## config.mk

```make
export PLATFORM = sky130hd
export DESIGN_NAME = bus_rr_arbiter
export DESIGN_NICKNAME = d
export VERILOG_FILES = /design/src/rtl/bus_rr_arbiter.sv
export SDC_FILE = /design/constraint.sdc
export NUM_CORES = 1
export LEC_CHECK = 0
export ABC_AREA = 1
export CAP_MARGIN = 10
export CORE_AREA = 5 5 145 147
export CTS_BUF_LIST = sky130_fd_sc_hd__clkbuf_8
export DETAILED_ROUTE_END_ITERATION = 6
export DIE_AREA = 0 0 150 152
export GPL_ROUTABILITY_DRIVEN = 0
export GPL_TIMING_DRIVEN = 0
export SLEW_MARGIN = 20
export SYNTH_ARGS = -nofsm -noshare
export SYNTH_HDL_FRONTEND = slang
export SYNTH_SLANG_ARGS = --single-unit
```

## constraint.sdc

```tcl
create_clock -name clk -period 3.54 [get_ports clk]
set_input_delay 0.354 -clock clk [delete_from_list [all_inputs] [get_ports clk]]
set_output_delay 0.354 -clock clk [all_outputs]
set_load 0.1 [all_outputs]
```

## src/rtl/bus_rr_arbiter.sv

```systemverilog
// Round-robin arbiter for eight bus requesters with a registered one-hot grant,
// a hold-time limit under contention, and a data/control mux for the current owner.
module bus_rr_arbiter #(
  parameter int BUS_WIDTH  = 32,
  parameter int CTRL_WIDTH = 8,
  parameter int MAX_HOLD   = 1024
) (
  input  logic                  clk,
  input  logic                  rst_n,
  input  logic [7:0]            req,
  output logic [7:0]            ack,
  input  logic [BUS_WIDTH-1:0]  bus_in_0,
  input  logic [BUS_WIDTH-1:0]  bus_in_1,
  input  logic [BUS_WIDTH-1:0]  bus_in_2,
  input  logic [BUS_WIDTH-1:0]  bus_in_3,
  input  logic [BUS_WIDTH-1:0]  bus_in_4,
  input  logic [BUS_WIDTH-1:0]  bus_in_5,
  input  logic [BUS_WIDTH-1:0]  bus_in_6,
  input  logic [BUS_WIDTH-1:0]  bus_in_7,
  input  logic [CTRL_WIDTH-1:0] ctrl_in_0,
  input  logic [CTRL_WIDTH-1:0] ctrl_in_1,
  input  logic [CTRL_WIDTH-1:0] ctrl_in_2,
  input  logic [CTRL_WIDTH-1:0] ctrl_in_3,
  input  logic [CTRL_WIDTH-1:0] ctrl_in_4,
  input  logic [CTRL_WIDTH-1:0] ctrl_in_5,
  input  logic [CTRL_WIDTH-1:0] ctrl_in_6,
  input  logic [CTRL_WIDTH-1:0] ctrl_in_7,
  output logic [BUS_WIDTH-1:0]  bus_out,
  output logic [CTRL_WIDTH-1:0] ctrl_out,
  output logic [2:0]            owner,
  output logic                  busy
);

  // state | meaning
  // IDLE  | no grant; arbitrate req starting at ptr
  // GRANT | owner holds the bus until it drops req or the hold limit forces release

  // A zero MAX_HOLD still needs a 1-bit counter; it just never advances.
  localparam int CNT_W = (MAX_HOLD < 2) ? 1 : $clog2(MAX_HOLD + 1);
  localparam logic [CNT_W-1:0] CNT_LAST = (MAX_HOLD == 0) ? '0 : CNT_W'(MAX_HOLD - 1);

  typedef enum logic {IDLE, GRANT} state_t;

  state_t           state, state_nxt;
  logic [2:0]       ptr, ptr_nxt;
  logic [2:0]       owner_nxt;
  logic [CNT_W-1:0] cnt, cnt_nxt;
  logic [7:0]       ack_nxt;
  logic [2:0]       idx, pick;
  logic             found;
  logic             hold_expired;

  logic [BUS_WIDTH-1:0]  bus_arr  [8];
  logic [CTRL_WIDTH-1:0] ctrl_arr [8];

  always_ff @(posedge clk or negedge rst_n) begin
    if (!rst_n) begin
      state <= IDLE;
      ptr   <= '0;
      owner <= '0;
      cnt   <= '0;
      ack   <= '0;
    end else begin
      state <= state_nxt;
      ptr   <= ptr_nxt;
      owner <= owner_nxt;
      cnt   <= cnt_nxt;
      ack   <= ack_nxt;
    end
  end

  always_comb begin
    state_nxt    = state;
    ptr_nxt      = ptr;
    owner_nxt    = owner;
    cnt_nxt      = cnt;
    ack_nxt      = ack;
    found        = 1'b0;
    pick         = ptr;
    idx          = ptr;
    hold_expired = (MAX_HOLD != 0) && (cnt == CNT_LAST);

    for (int i = 0; i < 8; i++) begin
      idx = ptr + 3'(i);
      if (!found && req[idx]) begin
        found = 1'b1;
        pick  = idx;
      end
    end

    unique case (state)
      IDLE: begin
        if (found) begin
          owner_nxt = pick;
          ack_nxt   = 8'b1 << pick;
          cnt_nxt   = '0;
          ptr_nxt   = pick + 3'd1;
          state_nxt = GRANT;
        end
      end
      GRANT: begin
        // ack is one-hot(owner) here, so ~ack masks the owner out of the contention test.
        if (!req[owner]) begin
          ack_nxt   = '0;
          state_nxt = IDLE;
        end else if (hold_expired && ((req & ~ack) != 8'h00)) begin
          ack_nxt   = '0;
          state_nxt = IDLE;
        end else if (cnt != CNT_LAST) begin
          cnt_nxt = cnt + 1'b1;
        end
      end
      default: state_nxt = IDLE;
    endcase
  end

  always_comb begin
    bus_arr[0]  = bus_in_0;   bus_arr[1]  = bus_in_1;
    bus_arr[2]  = bus_in_2;   bus_arr[3]  = bus_in_3;
    bus_arr[4]  = bus_in_4;   bus_arr[5]  = bus_in_5;
    bus_arr[6]  = bus_in_6;   bus_arr[7]  = bus_in_7;
    ctrl_arr[0] = ctrl_in_0;  ctrl_arr[1] = ctrl_in_1;
    ctrl_arr[2] = ctrl_in_2;  ctrl_arr[3] = ctrl_in_3;
    ctrl_arr[4] = ctrl_in_4;  ctrl_arr[5] = ctrl_in_5;
    ctrl_arr[6] = ctrl_in_6;  ctrl_arr[7] = ctrl_in_7;
    busy     = (state == GRANT);
    bus_out  = busy ? bus_arr[owner]  : '0;
    ctrl_out = busy ? ctrl_arr[owner] : '0;
  end

endmodule
```

### Word-level counts from Yosys, hierarchy flattened

Index checks and enable logic that the tools add are counted.

| storage, ports and cells | value |
|---|---|
| flip-flop bits (word level) | 26 |
| input port bits | 330 |
| output and inout port bits | 52 |
| word-level logic and storage cells | 109 |

| operators by class | value |
|---|---|
| add/subtract/negate cells | 9 |
| $lt $le $gt $ge | 10 |
| equality and inequality tests | 7 |
| shifts and indexed selects | 1 |
| muxes and demuxes | 54 |
| bitwise operators | 4 |
| reduce and logical (&&, ||, !) cells | 19 |

Operators with widths:

| operator | number |
|---|---|
| 32-bit binary-select mux with 3-bit select | 1 |
| 32-bit two-way mux | 3 |
| 8-bit two-way mux | 6 |
| 11-bit two-way mux | 4 |
| 3-bit by 4-bit less-than comparator with 1-bit output (second input constant) | 9 |
| 1-bit binary-select mux with 3-bit select | 9 |
| 8-bit binary-select mux with 3-bit select | 1 |
| 11-bit one-hot mux with 2 select lines | 1 |
| 3-bit two-way mux | 7 |
| 1-bit two-way mux | 20 |
| 8-bit one-hot mux with 2 select lines | 1 |
| 3-bit adder (second input constant) | 4 |
| 11-bit by 1-bit adder with 11-bit output (second input constant) | 1 |
| 11-bit by 10-bit equality test with 1-bit output (second input constant) | 1 |
| 11-bit by 10-bit != test with 1-bit output (second input constant) | 1 |
| 8-bit AND | 1 |
| 1-bit logical AND | 8 |
| 8-bit inverter | 1 |
| 8-bit nonzero test | 1 |
| 1-bit by 3-bit << shifter with 8-bit output (first input constant) | 1 |
| 1-bit logical NOT | 7 |
| 3-bit by 1-bit adder with 3-bit output (second input constant) | 2 |
| 3-bit by 2-bit adder with 3-bit output (second input constant) | 2 |
| 4-bit greater-or-equal comparator (second input constant) | 1 |
| other kinds (8) | 11 |

### Depth between registers and ports, before layout

| depth | value |
|---|---|
| depth in word-level cells | 27 |
| depth in mapped cells | 22 |
| depth with buffers taken out | 21 |

### Least setup slack after synthesis

OpenSTA, ideal clock, no wires.

| timing path | value |
|---|---|
| path kind | register to output |
| start point | reg owner[0] |
| end point | out ctrl_out[4] |
| data arrival time | 3.714 ns |
| required time | 3.186 ns |
| setup slack | -0.528 ns |
| cell stages (with the launch flop) | 8 |
| buffers on the path | 3 |
| cells stage by stage | dfrtp_1 -> clkbuf_1 -> clkbuf_1 -> clkbuf_1 -> nor2_1 -> nor2_1 -> o21ai_0 -> a31oi_1 |

| on the way | value |
|---|---|
| word-level cells in the longest chain between the ends | 5 |

Ends and longest elaborated chain:

| item | RTL line | RTL |
|---|---|---|
| start: declaration | 30 | `output logic [2:0] owner,` |
| start signal: assignment | 66 | `owner <= owner_nxt;` |
| 3-bit inverter with 4-bit output (not written as such) | 128 | `ctrl_out = busy ? ctrl_arr[owner] : '0;` |
| 8-bit binary-select mux with 3-bit select | 128 |  |
| 8-bit two-way mux (not written as such) (2 in series) | 128 |  |
| 8-bit two-way mux | 128 |  |
| end: declaration | 29 | `output logic [CTRL_WIDTH-1:0] ctrl_out,` |

No other way between the ends. The select of a mux whose other input is x is not followed.

### Final worst setup path

| timing path | value |
|---|---|
| start point | reg owner[0] |
| end point | out bus_out[22] |

| on the way | value |
|---|---|
| word-level cells in the longest chain between the ends | 5 |

Ends and longest elaborated chain:

| item | RTL line | RTL |
|---|---|---|
| 3-bit inverter with 4-bit output (not written as such) | 127 | `bus_out = busy ? bus_arr[owner] : '0;` |
| 32-bit binary-select mux with 3-bit select | 127 |  |
| 32-bit two-way mux (not written as such) (2 in series) | 127 |  |
| 32-bit two-way mux | 127 |  |
| end: declaration | 28 | `output logic [BUS_WIDTH-1:0] bus_out,` |

No other way between the ends. The select of a mux whose other input is x is not followed.

==> qor.yml <==
final_layout:
  fillers: 2132
  syn2layout_area_growth_pct: 91.1
  seqCellArea_um2: 651
  fin_nets: 1645
  multi_input_area_um2: 4080
  layoutNonFillerInstCount: 1580
  postLayoutCoreUtil_pct: 47.9
  drive_gt1_share_pct: 12.0
sta:
  slew_viol_final: 0
  fin_setup_tns_ns: 0
  max_freq_mhz: 294
  fin_worst_skew_ns: 0.00784
  fin_crit_sh_pct: 96.2
  maxSlewHeadroom_pct: 30.9
  hold_violations: 0
  finalWorstPathRequiredPeriod_ns: 3.40
  setup_viol: 0
  rsz0062_at_grt: "yes"
  hold-worst-slack_ns: 0.0780
  worst_pin_slew_ns: 1.03
power:
  p_switching_uw: 7110
  pwr-share-clk_pct: 2.4
  power.sequential.fraction_pct: 4.4
  powerDensity_nw_per_um2: 1070
  power.internal_uw: 3010
  power.leakage_uw: 0.00359
  p_sw_share_pct: 70.3
  p_comb_share_pct: 93.2
  total_power_uw: 10100
  peakVddDrop_v: 0.000417
detailed_routing:
  dr.pass1.iters: 5
  vias_per_cell: 4.91
  via_count: 7750
  drt-total-wl_um: 30100
  avgRoutedWirePerCell_um: 19.0
  drc_errors: 0
  ant_nets: 0
  drt-initial-drc-count: 543
die:
  design.die.area_um2: 22800
  core_um2: 19800
  num_rows: 52
  die_height_um: 152
  die-width_um: 150
  start_util_pct: 25.1
  ios: 382
logic_synthesis:
  ys_seq_elements: 26
  yosysMostFrequentCell: "nor2_1"
  synth_seq_area_share_pct: 13.1
  synthCells: 923
  synth_top_area_share_pct: 21.4
  synth_top_cell_by_area: "o21ai_0"
  yosys_warnings: 0
  synth_enable_flop_cells: 0
  synth_ff_type: "dfrtp_1"
  syn_avg_cell_area_um2: 5.37
  synth_cell_types: 33
  yosys-top-cells-count: "nor2_1 (255), o21ai_0 (212), nand2_1 (102), clkbuf_1 (63), o22ai_1 (43)"
  async_reset_ff_share_pct: 100
  netlist_top_cells_area: "o21ai_0 (21%), nor2_1 (19%), dfrtp_1 (13%), nand2_1 (7.7%), o22ai_1 (5.4%)"
  syn_area_um2: 4960
  syn_nets: 1259
critical_path:
  r2r_cells: 22
  crit_fanout: 10
  regToRegSetupSlack_ns: 0.44
  cp.required_ns: 3.19
  cp.arrival_ns: 3.05
  end_kind: "output port"
  rr_endpoint: "ptr[2]"
  reg2reg_from: "ptr[1]"
  worstSetupPathType: "flop to output port"
  worst_setup_path_start_kind: "flop"
cts:
  cts.htree.levels: 1
  cts_made_buffers: 3
  clk_path_buf_depth: 2
  clkTransAtPathRegs_ns: 0.09
  cts_tree: "done"
  cts-root-buf: "clkbuf_8"
  hold_buffers: 0
  cts.sinks: 26
  clk_latency_ns: 0.27
placement:
  io_buffers: 381
  dpl.hpwl_um: 25500
  placed_cells: 1574
global_route:
  first_global_vias: 7654
  antenna_found_initial: 2
  grt_max_degree: 27
  grt_first_pass_wirelength_um: 44600
  grt.overflow.total: 0
  grtUsageTotal_pct: 25.0
run:
  maxCapViolations: 0
hold_path:
  hp-class: "input port to asynchronous set/reset pin"
run_status:
  status: "finished clean"
-- registers in the layout, summed over array words and instances, names as in the netlist --
signal and count:
cnt 11, owner 3, ack 8, ptr 3, busy 1
-- final cells by class --
| class | count | share of cell area, % |
|---|---|---|
| tap | 270 | 3.56 |
| antenna | 2 | 0.0528 |
| timing repair buffer | 381 | 40.6 |
| buffer | 74 | 3.42 |
| sequential | 26 | 6.87 |
| inverter | 45 | 1.78 |
| multi-input combinational | 778 | 43.0 |
| clock buffer | 3 | 0.436 |
| clock inverter | 1 | 0.317 |
-- stage by stage --
step	setup slack (ns)	cell area (µm²)
6_report	0.136	9480
5_1_grt	-0.0132	9480
4_1_cts	0.0295	9480
3_5_place_dp	-0.672	9360
3_3_place_gp	-0.656	9360
2_1_floorplan	0.113	5210
-- worst max-delay path, cell delays in order, from the launching register on --
cell and delay [ns]:
dfrtp_1 0.45, inv_1 0.10, clkbuf_1 0.46, clkbuf_1 0.55, o21ai_0 0.34, a31oi_2 0.25, clkdlybuf4s18_2 0.59
-- layer usage --
metal | part of all wire (%) | up-vias | track usage (%) | wire, µm
li1 | - | 3915 | - | -
met1 | 41 | 3522 | 31.6 | 12400
met5 | 0 | - | 0 | 0
met3 | 6.3 | 38 | 3.75 | 1880
met4 | 2.6 | 0 | 6.93 | 775
met2 | 50 | 275 | 43.7 | 15100
-- power by group through the flow --
stage               registers (µW)  clock network, µW  logic (µW)
CTS                            442                252        9430
finish                         443                246        9440
floorplan                      679                  0        6700
global route                   451                270       10100
global placement               447                  0        9500
detailed placement             448                  0        9500
-- placed cells by master (no fill, tap or decap), types with 32 or more instances in the layout --
cell / count
clkdlybuf4s50_1: 340
nor2_1: 255
o21ai_0: 212
nand2_1: 102
clkbuf_1: 55
o22ai_1: 43
a31oi_2: 40
nand3_1: 40
inv_1: 35
clkdlybuf4s15_2: 32
-- cell families (layout without fill, tap and decap cells) --
| group | Yosys count | after routing | synth area share [%] |
|---|---|---|---|
| adders and majority gates | 6 | 6 | 1.51 |
| buffers and inverters | 119 | 504 | 9.74 |
| other | 0 | 2 | 0 |
| AOI/OAI and AO/OA | 321 | 321 | 35.8 |
| DFF | 26 | 26 | 13.1 |
| and+or+nand+nor | 442 | 442 | 38.2 |
| xor gates and xnor gates | 9 | 9 | 1.59 |
-- worst max path at each step --
stage	startpoint	cells past startpoint	end
after floorplan	owner[0]	7	bus_out[25]
after global placement	owner[0]	8	bus_out[22]
after detailed placement	owner[0]	8	bus_out[22]
after CTS	owner[0]	8	bus_out[22]
after global routing	owner[0]	6	bus_out[22]
final	owner[0]	6	bus_out[22]
-- repair_timing --
item / in CTS / in global routing
endpoints found under the hold margin: 0 / 0
resized for setup: 123 / 19
setup endpoints to repair: 40 / 13
buffers inserted: 0 / 0
(Power assumes the default switching activity.)
